[config.mk]
export PLATFORM = sky130hd
export DESIGN_NAME = mem_arbiter
export DESIGN_NICKNAME = d
export VERILOG_FILES = /design/src/rtl/mem_pkg.sv /design/src/rtl/rr_arb2.sv /design/src/rtl/mem_arbiter.sv
export SDC_FILE = /design/constraint.sdc
export NUM_CORES = 1
export LEC_CHECK = 0
export BUFFER_PORTS_ARGS = -buffer_cell sky130_fd_sc_hd__buf_4
export CAP_MARGIN = 15
export CORE_AREA = 2 2 86 88
export CTS_CLUSTER_DIAMETER = 40
export DETAILED_ROUTE_END_ITERATION = 16
export DIE_AREA = 0 0 88 90
export HOLD_SLACK_MARGIN = 0.15
export PLACE_DENSITY_LB_ADDON = 0.05
export SETUP_SLACK_MARGIN = 0.1
export SYNTH_ARGS = -nofsm -noshare
export SYNTH_HDL_FRONTEND = slang
export SYNTH_SLANG_ARGS = --single-unit
export TNS_END_PERCENT = 10
[constraint.sdc]
create_clock -name clk_i -period 2.4 [get_ports clk_i]
set_clock_uncertainty 0.05 [all_clocks]
set_input_delay 0 -clock clk_i [delete_from_list [all_inputs] [get_ports clk_i]]
set_output_delay 0 -clock clk_i [all_outputs]
set_load 0.005 [all_outputs]
[src/rtl/mem_pkg.sv]
// Shared types and constants for the memory arbiter and its attached memory.
//   state_e          : arbiter FSM state
//   owner_e          : which CPU port owns the outstanding read (also used as the round-robin winner)
//   MEM_ACCESS_DELAY : read latency of the attached memory, in cycles
package mem_pkg;

    typedef enum logic {
        IDLE      = 1'b0,
        READ_WAIT = 1'b1
    } state_e;

    typedef enum logic {
        OWN_IF = 1'b0,
        OWN_D  = 1'b1
    } owner_e;

    localparam int unsigned MEM_ACCESS_DELAY = 5;

endpackage

[src/rtl/rr_arb2.sv]
// Two-way round-robin picker.
//   clk_i, rst_i : clock, asynchronous active-high reset
//   req[1:0]     : request vector, bit 0 = fetch port, bit 1 = data port
//   advance      : record this cycle's winner as last_winner
//   grant[1:0]   : one-hot grant, combinational from req and last_winner
module rr_arb2
    import mem_pkg::*;
(
    input  logic       clk_i,
    input  logic       rst_i,
    input  logic [1:0] req,
    input  logic       advance,
    output logic [1:0] grant
);

    owner_e last_winner;

    // A tie goes to the port that did not win last time.
    always_comb begin
        grant = 2'b00;
        if (req == 2'b11) begin
            grant = (last_winner == OWN_D) ? 2'b01 : 2'b10;
        end else begin
            grant = req;
        end
    end

    // Reset to the data port so the fetch port wins the first tie.
    always_ff @(posedge clk_i or posedge rst_i) begin
        if (rst_i) begin
            last_winner <= OWN_D;
        end else if (advance && (req != 2'b00)) begin
            last_winner <= grant[1] ? OWN_D : OWN_IF;
        end
    end

endmodule

[src/rtl/mem_arbiter.sv]
// Shares a single-port memory between the instruction-fetch port and the
// load/store port: round-robin arbitration, one outstanding read, read data
// steered back to the issuing port, single-cycle writes, read watchdog.
//   clk_i, rst_i                : clock, asynchronous active-high reset
//   if_req/addr, if_gnt/rvalid/rdata            : fetch (read-only) port
//   d_req/we/addr/wdata, d_gnt/rvalid/rdata     : load/store port
//   mem_read_en/addr, mem_read_valid/data       : memory read port
//   mem_write_en/addr/data                      : memory write port
//   timeout_err_o               : sticky, a read was aborted by the watchdog
module mem_arbiter
    import mem_pkg::*;
#(
    parameter  int unsigned NUMWORDS  = 4096,
    parameter  int unsigned DATAWIDTH = 32,
    parameter  int unsigned TIMEOUT   = 16,
    localparam int unsigned ADDR_SIZE = $clog2(NUMWORDS)
) (
    input  logic                 clk_i,
    input  logic                 rst_i,

    input  logic                 if_req_i,
    input  logic [ADDR_SIZE-1:0] if_addr_i,
    output logic                 if_gnt_o,
    output logic                 if_rvalid_o,
    output logic [DATAWIDTH-1:0] if_rdata_o,

    input  logic                 d_req_i,
    input  logic                 d_we_i,
    input  logic [ADDR_SIZE-1:0] d_addr_i,
    input  logic [DATAWIDTH-1:0] d_wdata_i,
    output logic                 d_gnt_o,
    output logic                 d_rvalid_o,
    output logic [DATAWIDTH-1:0] d_rdata_o,

    output logic                 mem_read_en_o,
    output logic [ADDR_SIZE-1:0] mem_read_addr_o,
    input  logic                 mem_read_valid_i,
    input  logic [DATAWIDTH-1:0] mem_read_data_i,
    output logic                 mem_write_en_o,
    output logic [ADDR_SIZE-1:0] mem_write_addr_o,
    output logic [DATAWIDTH-1:0] mem_write_data_o,

    output logic                 timeout_err_o
);

    localparam int unsigned CNT_W = $clog2(TIMEOUT + 1);

    state_e               state;
    owner_e               owner;
    logic [ADDR_SIZE-1:0] rd_addr;
    logic [CNT_W-1:0]     wd_cnt;
    logic                 timeout_err;

    logic                 idle;
    logic [1:0]           arb_req;
    logic [1:0]           grant;
    logic                 win_if;
    logic                 win_d_rd;
    logic                 win_d_wr;
    logic                 rd_done;

    // Requests are only visible to the picker while idle and out of reset.
    assign idle    = (state == IDLE) && !rst_i;
    assign arb_req = idle ? {d_req_i, if_req_i} : 2'b00;

    rr_arb2 u_rr_arb2 (
        .clk_i   (clk_i),
        .rst_i   (rst_i),
        .req     (arb_req),
        .advance (idle),
        .grant   (grant)
    );

    assign win_if   = grant[0];
    assign win_d_rd = grant[1] && !d_we_i;
    assign win_d_wr = grant[1] &&  d_we_i;
    assign rd_done  = (state == READ_WAIT) && mem_read_valid_i && !rst_i;

    // Grant, memory-port and response outputs.
    always_comb begin
        if_gnt_o         = grant[0];
        d_gnt_o          = grant[1];
        mem_read_en_o    = 1'b0;
        mem_read_addr_o  = '0;
        mem_write_en_o   = win_d_wr;
        mem_write_addr_o = win_d_wr ? d_addr_i  : '0;
        mem_write_data_o = win_d_wr ? d_wdata_i : '0;
        if_rvalid_o      = rd_done && (owner == OWN_IF);
        d_rvalid_o       = rd_done && (owner == OWN_D);
        if_rdata_o       = rst_i ? '0 : mem_read_data_i;
        d_rdata_o        = rst_i ? '0 : mem_read_data_i;
        timeout_err_o    = timeout_err;

        if (!rst_i) begin
            if (state == READ_WAIT) begin
                mem_read_en_o   = 1'b1;
                mem_read_addr_o = rd_addr;
            end else if (win_if) begin
                mem_read_en_o   = 1'b1;
                mem_read_addr_o = if_addr_i;
            end else if (win_d_rd) begin
                mem_read_en_o   = 1'b1;
                mem_read_addr_o = d_addr_i;
            end
        end
    end

    // FSM: a read grant parks the arbiter in READ_WAIT until valid or watchdog expiry.
    always_ff @(posedge clk_i or posedge rst_i) begin
        if (rst_i) begin
            state       <= IDLE;
            owner       <= OWN_IF;
            rd_addr     <= '0;
            wd_cnt      <= '0;
            timeout_err <= 1'b0;
        end else begin
            case (state)
                IDLE: begin
                    if (win_if || win_d_rd) begin
                        state   <= READ_WAIT;
                        owner   <= win_if ? OWN_IF : OWN_D;
                        rd_addr <= win_if ? if_addr_i : d_addr_i;
                        wd_cnt  <= '0;
                    end
                end
                READ_WAIT: begin
                    if (mem_read_valid_i) begin
                        state <= IDLE;
                    end else if (wd_cnt == CNT_W'(TIMEOUT - 1)) begin
                        state       <= IDLE;
                        timeout_err <= 1'b1;
                    end else begin
                        wd_cnt <= wd_cnt + CNT_W'(1);
                    end
                end
            endcase
        end
    end

endmodule

* Word-level counts from Yosys, hierarchy flattened *
Cells that the tools add are included.

word-level totals
  input bits = 94
  word-level logic and storage cells = 55
  bits in registers = 21
  output and inout port bits = 127

operators by class
  multiplexer cells = 25
  equal/unequal tests = 5
  reductions and logical operators = 15
  $add $sub $neg = 1
  bitwise logic cells = 3

operators with widths
  cell                 number
  $mux 12              6
  $mux 32              2
  $mux 5               3
  $pmux 5 s2           1
  $mux 1               9
  $logic_and 1x1->1    8
  $mux 2               3
  $reduce_and 3->1     2
  $add 5x1->5 const B  1
  $eq 5x4->1 const B   1
  $ne 2x2->1 const B   2
  $not 1->1            3
  $eq 2x2->1 const B   1
  $logic_not 1->1      2
  $ne 2x1->1 const B   1
  $pmux 1 s2           1
  $reduce_and 2->1     1
  $reduce_bool 2->1    1
  $logic_or 1x1->1     1

* Logic depth before layout (Yosys ltp) *
  word-level depth = 10
  gate-level depth with buffers = 7
  depth with buffers taken out = 7

* Modules after synthesis *
A second synthesis with hierarchy kept.

second synthesis, totals
  cell total of the unflattened synthesis = 275
  area total of the unflattened synthesis = 2124.5 um2

modules (own cells, without submodules)
  module       area each (um2)  instances  cells each  sequential area each (um2)
  mem_arbiter  2064.5           1          268         500.5
  rr_arb2      60.1             1          7           26.3

* Worst setup path before layout *
No wires, ideal clock.

  kind = flip-flop to flip-flop
  start = reg wd_cnt[0]
  end = reg wd_cnt[3]
  path buffers = 0
  arrival = 1.573 ns
  clock period less this slack = 1.755 ns
  setup slack = 0.645 ns
  required time = 2.217 ns
  setup time = 0.133 ns
  stages on the path, launching flop included = 8
  path through = dfrtp_1 > ha_1 > and3_1 > ha_1 > nor3b_1 > nand4_1 > xor2_1 > nor2_1

on the way
  cells in the longest elaborated chain, start to end = 4
  elaborated cells on any way between the ends = 7
  classes of those cells = 1 x add/sub; 2 x eq/ne; 3 x mux; 1 x reduce/logical

ends and longest elaborated chain
  item                    RTL line            source
  start, declared         mem_arbiter.sv:51   logic [CNT_W-1:0] wd_cnt;
  start signal, assigned  mem_arbiter.sv:133  wd_cnt <= wd_cnt + CNT_W'(1);
  $add 5x1->5             mem_arbiter.sv:133
  $mux 5                  mem_arbiter.sv:129  end else if (wd_cnt == CNT_W'(TIMEOUT - 1)) begin
  $mux 5                  mem_arbiter.sv:127  if (mem_read_valid_i) begin
  $pmux 5 s2              mem_arbiter.sv:117  case (state)

Several ways; a longest one is shown, not always the timed one. The select of a mux whose other input is x is not followed.
A chain may end at the register's enable or synchronous reset.

* Worst setup path in the final report *
  start = reg u_rr_arb2.last_winner
  end = reg rd_addr[2]

on the way
  cells in the longest elaborated chain, start to end = 5
  elaborated cells on any way between the ends = 6
  classes of those cells = 3 x mux; 3 x reduce/logical

ends and longest elaborated chain
  item                        RTL line            source
  start, declared             rr_arb2.sv:16       owner_e last_winner;
  start signal, assigned      rr_arb2.sv:33       last_winner <= grant[1] ? OWN_D : OWN_IF;
  $mux 2 *                    rr_arb2.sv:22       grant = (last_winner == OWN_D) ? 2'b01 : 2'b10;
  $mux 2 *                    rr_arb2.sv:21       if (req == 2'b11) begin
  $logic_and 1x1->1           mem_arbiter.sv:75   assign win_d_rd = grant[1] && !d_we_i;
  $logic_or 1x1->1            mem_arbiter.sv:119  if (win_if || win_d_rd) begin
  $reduce_and 2->1 (no line)  --
  end signal, assigned        mem_arbiter.sv:122  rd_addr <= win_if ? if_addr_i : d_addr_i;
  end, declared               mem_arbiter.sv:50   logic [ADDR_SIZE-1:0] rd_addr;

Mark *: on every way between the ends. The rest lies on a longest branch, timed or not.

==> flow_summary_export.csv <==
group,metric,value,unit
timing,rsz0062_at_grt,"true",
synth,synth_flop_cell,"dfrtp_1",
hold_path,hold_depth,3,
placement,placed_area,0.00343,sq mm
status,status,"completed",
floorplanning,start_util,28.2,%
pwr,power_switching,0.487,mW
synth,postSynthCellCount,241,
grt,grt_max_degree,48,
floorplanning,die_y,90,microns
pwr,p_clk_share,15.4,%
timing,max_slew_margin,44.1,%
floorplanning,core_area,0.00702,sq mm
pwr,internal_power,1.02,mW
routing,ant_nets,0,
grt,grt_pass1_wl,11.9,mm
synth,synth_edf_count,0,
synth,synth_fp_nets,337,
synth,synth_seq_cells,21,
clocking,tritoncts,"done",
cells_and_area,fin_nets,540,
critical_path,cp_slowest_cell,"dlygate4sd3_1",
routing,drc,0,
pwr,p_leak,2.21,nW
critical_path,r2r_slack,140,ps
timing,fin_tns_setup,0,ps
placement,port_buffers,220,
critical_path,cp_max_fo,14,
routing,routedWlPerCell,14.2,microns
pwr,power_frac_comb,49.3,%
cells_and_area,finish.utilization,53.5,%
timing,min_period,2260,ps
synth,yosysTopAreaCellShare,25.3,%
timing,fmax,443,MHz
hold_path,min_to,"mem_write_data_o[0]",
synth,syn_area,0.00198,sq mm
pwr,power.density,401,mW/mm^2
clocking,clockBufferDepth,2,
grt,overflow,0,
routing,drt_pass1_iterations,4,
floorplanning,ios,221,
routing,vias,2419,
critical_path,crit_chain,"nand2b_4 > and3_4 > mux2i_1 > dlygate4sd3_1 > o21ai_1",
routing,routed_via_density,4.46,
hold_path,hold_class,"primary input to primary output",
clocking,htree_levels,1,
pwr,power.share.switching,32.3,%
synth,syn_avg_cell_area,8.21,sq um
timing,hold_slack,256,ps
hold_path,worstHoldStart,"d_wdata_i[0]",
placement,dp_cells,510,
grt,grt_pass1_vias,2361,
cells_and_area,fin_area,0.00376,sq mm
clocking,clock_sinks,21,
clocking,clk_pin_slew,80,ps
clocking,clk_latency,260,ps
cells_and_area,area_growth_syn_to_layout,89.9,%
timing,tightest_slew,837,ps
pwr,ir_drop,0.200,mV
synth,ys_seq_area_share,26.6,%
clocking,root_buffer,"clkbuf_8",
timing,hold_viol,0,
grt,antenna_found_initial,0,
floorplanning,die_area,0.00792,sq mm
cells_and_area,instances_no_fill,542,
pwr,seqPwrFrac,35.3,%
critical_path,reg2reg_from,"u_rr_arb2.last_winner$_DFFE_PP1P_",
critical_path,worst_r2r_path_depth,5,
clocking,numCtsBuffers,3,
critical_path,cpPeakStageDelay,620,ps
flow_run,maxCapViolations,0,
critical_path,start_kind,"flip-flop",
critical_path,endpoint_kind,"flip-flop",
timing,setup-violations-final,0,
critical_path,cpLargestDelayFamily,"buffers and inverters",
cells_and_area,drive_above_1_share,53.0,%
synth,ys.warnings.count,0,
critical_path,crit_arrival,2330,ps
floorplanning,rows,31,
placement,hpwl,5.98,mm
grt,grtUsageTotal,18.7,%
critical_path,crit_type,"flip-flop to flip-flop",
critical_path,crit_buf_inv,1,
synth,ys_top_cells_by_area,"dfrtp_1 (25%), and3_1 (15%), buf_4 (13%), nor2b_1 (10%), a21o_1 (4.6%)",
critical_path,cp_data_required_time,2470,ps
critical_path,worstReg2RegEnd,"rd_addr[2]$_DFFE_PP0P_",
floorplanning,fp.dieW,88,microns
timing,fin_crit_sh,94.1,%
cells_and_area,antenna_cells,0,
timing,finalMaxSlewViolations,0,
synth,synth_cell_types,36,
routing,drtIter0Drc,96,
routing,routed_wirelength,7.68,mm
placement,gp_congestion,0.776,
cells_and_area,nFillCells,665,
synth,synthArstFlopShare,100,%
synth,yosys.area.top_type,"dfrtp_1",
-- worst reg2reg max path: stages, from the launching register on --
cell and delay (ps):
dfstp_2 550, nand2b_4 140, and3_4 340, mux2i_1 370
dlygate4sd3_1 620, o21ai_1 60
-- final cells by class --
type / count / area (sq um) / area share [%]
sequential: 21 / 527 / 14.0
multi-input combinational: 162 / 1080 / 28.8
clock buffer: 3 / 41.3 / 1.10
clock inverter: 1 / 5.00 / 0.133
timing repair buffer: 252 / 1960 / 52.2
inverter: 4 / 15.0 / 0.400
tap: 99 / 124 / 3.30
-- placed cells by master, fill, tap and decap left out, types with 2 or more instances in the layout --
master         netlist  final
nand2_1             12     12
a21o_1              12     12
o31ai_1              8      8
dfrtp_1             20     20
ha_1                 2      2
dlygate4sd3_1        0     28
buf_4               33    224
o21ai_1             13     13
nor2b_1             33     33
inv_1                4      4
clkbuf_8             0      3
mux2i_1              7      6
and3_1              48     48
a22o_1               6      6
a21oi_1              3      3
-- power groups by stage --
stage / registers [mW] / clock network, mW / logic, mW
final: 0.532 / 0.233 / 0.742
after global routing: 0.549 / 0.253 / 0.818
after CTS: 0.530 / 0.240 / 0.746
after detailed placement: 0.535 / 0 / 0.691
after global placement: 0.535 / 0 / 0.686
after floorplan: 0.522 / 0 / 0.376
-- how the worst max path moves through the flow --
stage                                           start                      to  slack [ps]  cells after the start
floorplan                       wd_cnt[0]$_DFFE_PP0P_   wd_cnt[3]$_DFFE_PP0P_         640                      7
global placement                wd_cnt[0]$_DFFE_PP0P_   wd_cnt[3]$_DFFE_PP0P_         550                      7
detailed placement              wd_cnt[0]$_DFFE_PP0P_   wd_cnt[3]$_DFFE_PP0P_         490                      7
CTS                 u_rr_arb2.last_winner$_DFFE_PP1P_  rd_addr[4]$_DFFE_PP0P_         140                      5
global route        u_rr_arb2.last_winner$_DFFE_PP1P_  rd_addr[3]$_DFFE_PP0P_          40                      5
finish              u_rr_arb2.last_winner$_DFFE_PP1P_  rd_addr[2]$_DFFE_PP0P_         140                      5
-- what timing repair did --
item	in CTS	in global routing
setup endpoints to repair	0	3
endpoints found under the hold margin	37	0
hold buffers	28	0
gates resized for setup	0	1
buffers inserted	0	0
-- routing by layer --
metal	part of all wire [%]	routed length, microns	global-route usage (%)	up-vias
met5	0	0	0	-
met4	0.89	68	3.59	0
met3	8.4	644	4.78	6
met2	51	3910	32.5	114
met1	40	3050	23.1	1097
li1	-	-	-	1202
-- cell families (layout without fill, tap and decap cells) --
| group | Yosys count | after routing | synth area share (%) |
|---|---|---|---|
| simple gates | 106 | 106 | 33.1 |
| buf+inv | 58 | 260 | 18.8 |
| compound gates | 46 | 46 | 16.3 |
| flops | 21 | 21 | 26.6 |
| mux | 7 | 7 | 3.54 |
| fa+ha+maj | 2 | 2 | 1.26 |
| xor+xnor | 1 | 1 | 0.443 |
-- Yosys cell counts (all sizes together), types with 2 or more instances --
cell type	number
ha	2
inv	4
and3	49
buf	43
nand2	12
dfrtp	20
a22o	6
o21ai	13
nor2b	33
a21oi	4
mux2i	7
clkbuf	11
nor2	2
nand2b	2
o31ai	8
a21o	12
-- through the flow --
step	power, mW	worst slack [ps]
6_report	1.51	141
2_1_floorplan	0.898	645
4_1_cts	1.52	142
3_3_place_gp	1.22	547
3_5_place_dp	1.23	495
5_1_grt	1.62	44.0
-- sequential cells by signal, summed over array words and instances (netlist names) --
signal                 cells
owner                      1
rd_addr                   12
state                      1
timeout_err_o              1
u_rr_arb2.last_winner      1
wd_cnt                     5
No activity file was read; power rests on OpenSTA's default activity.
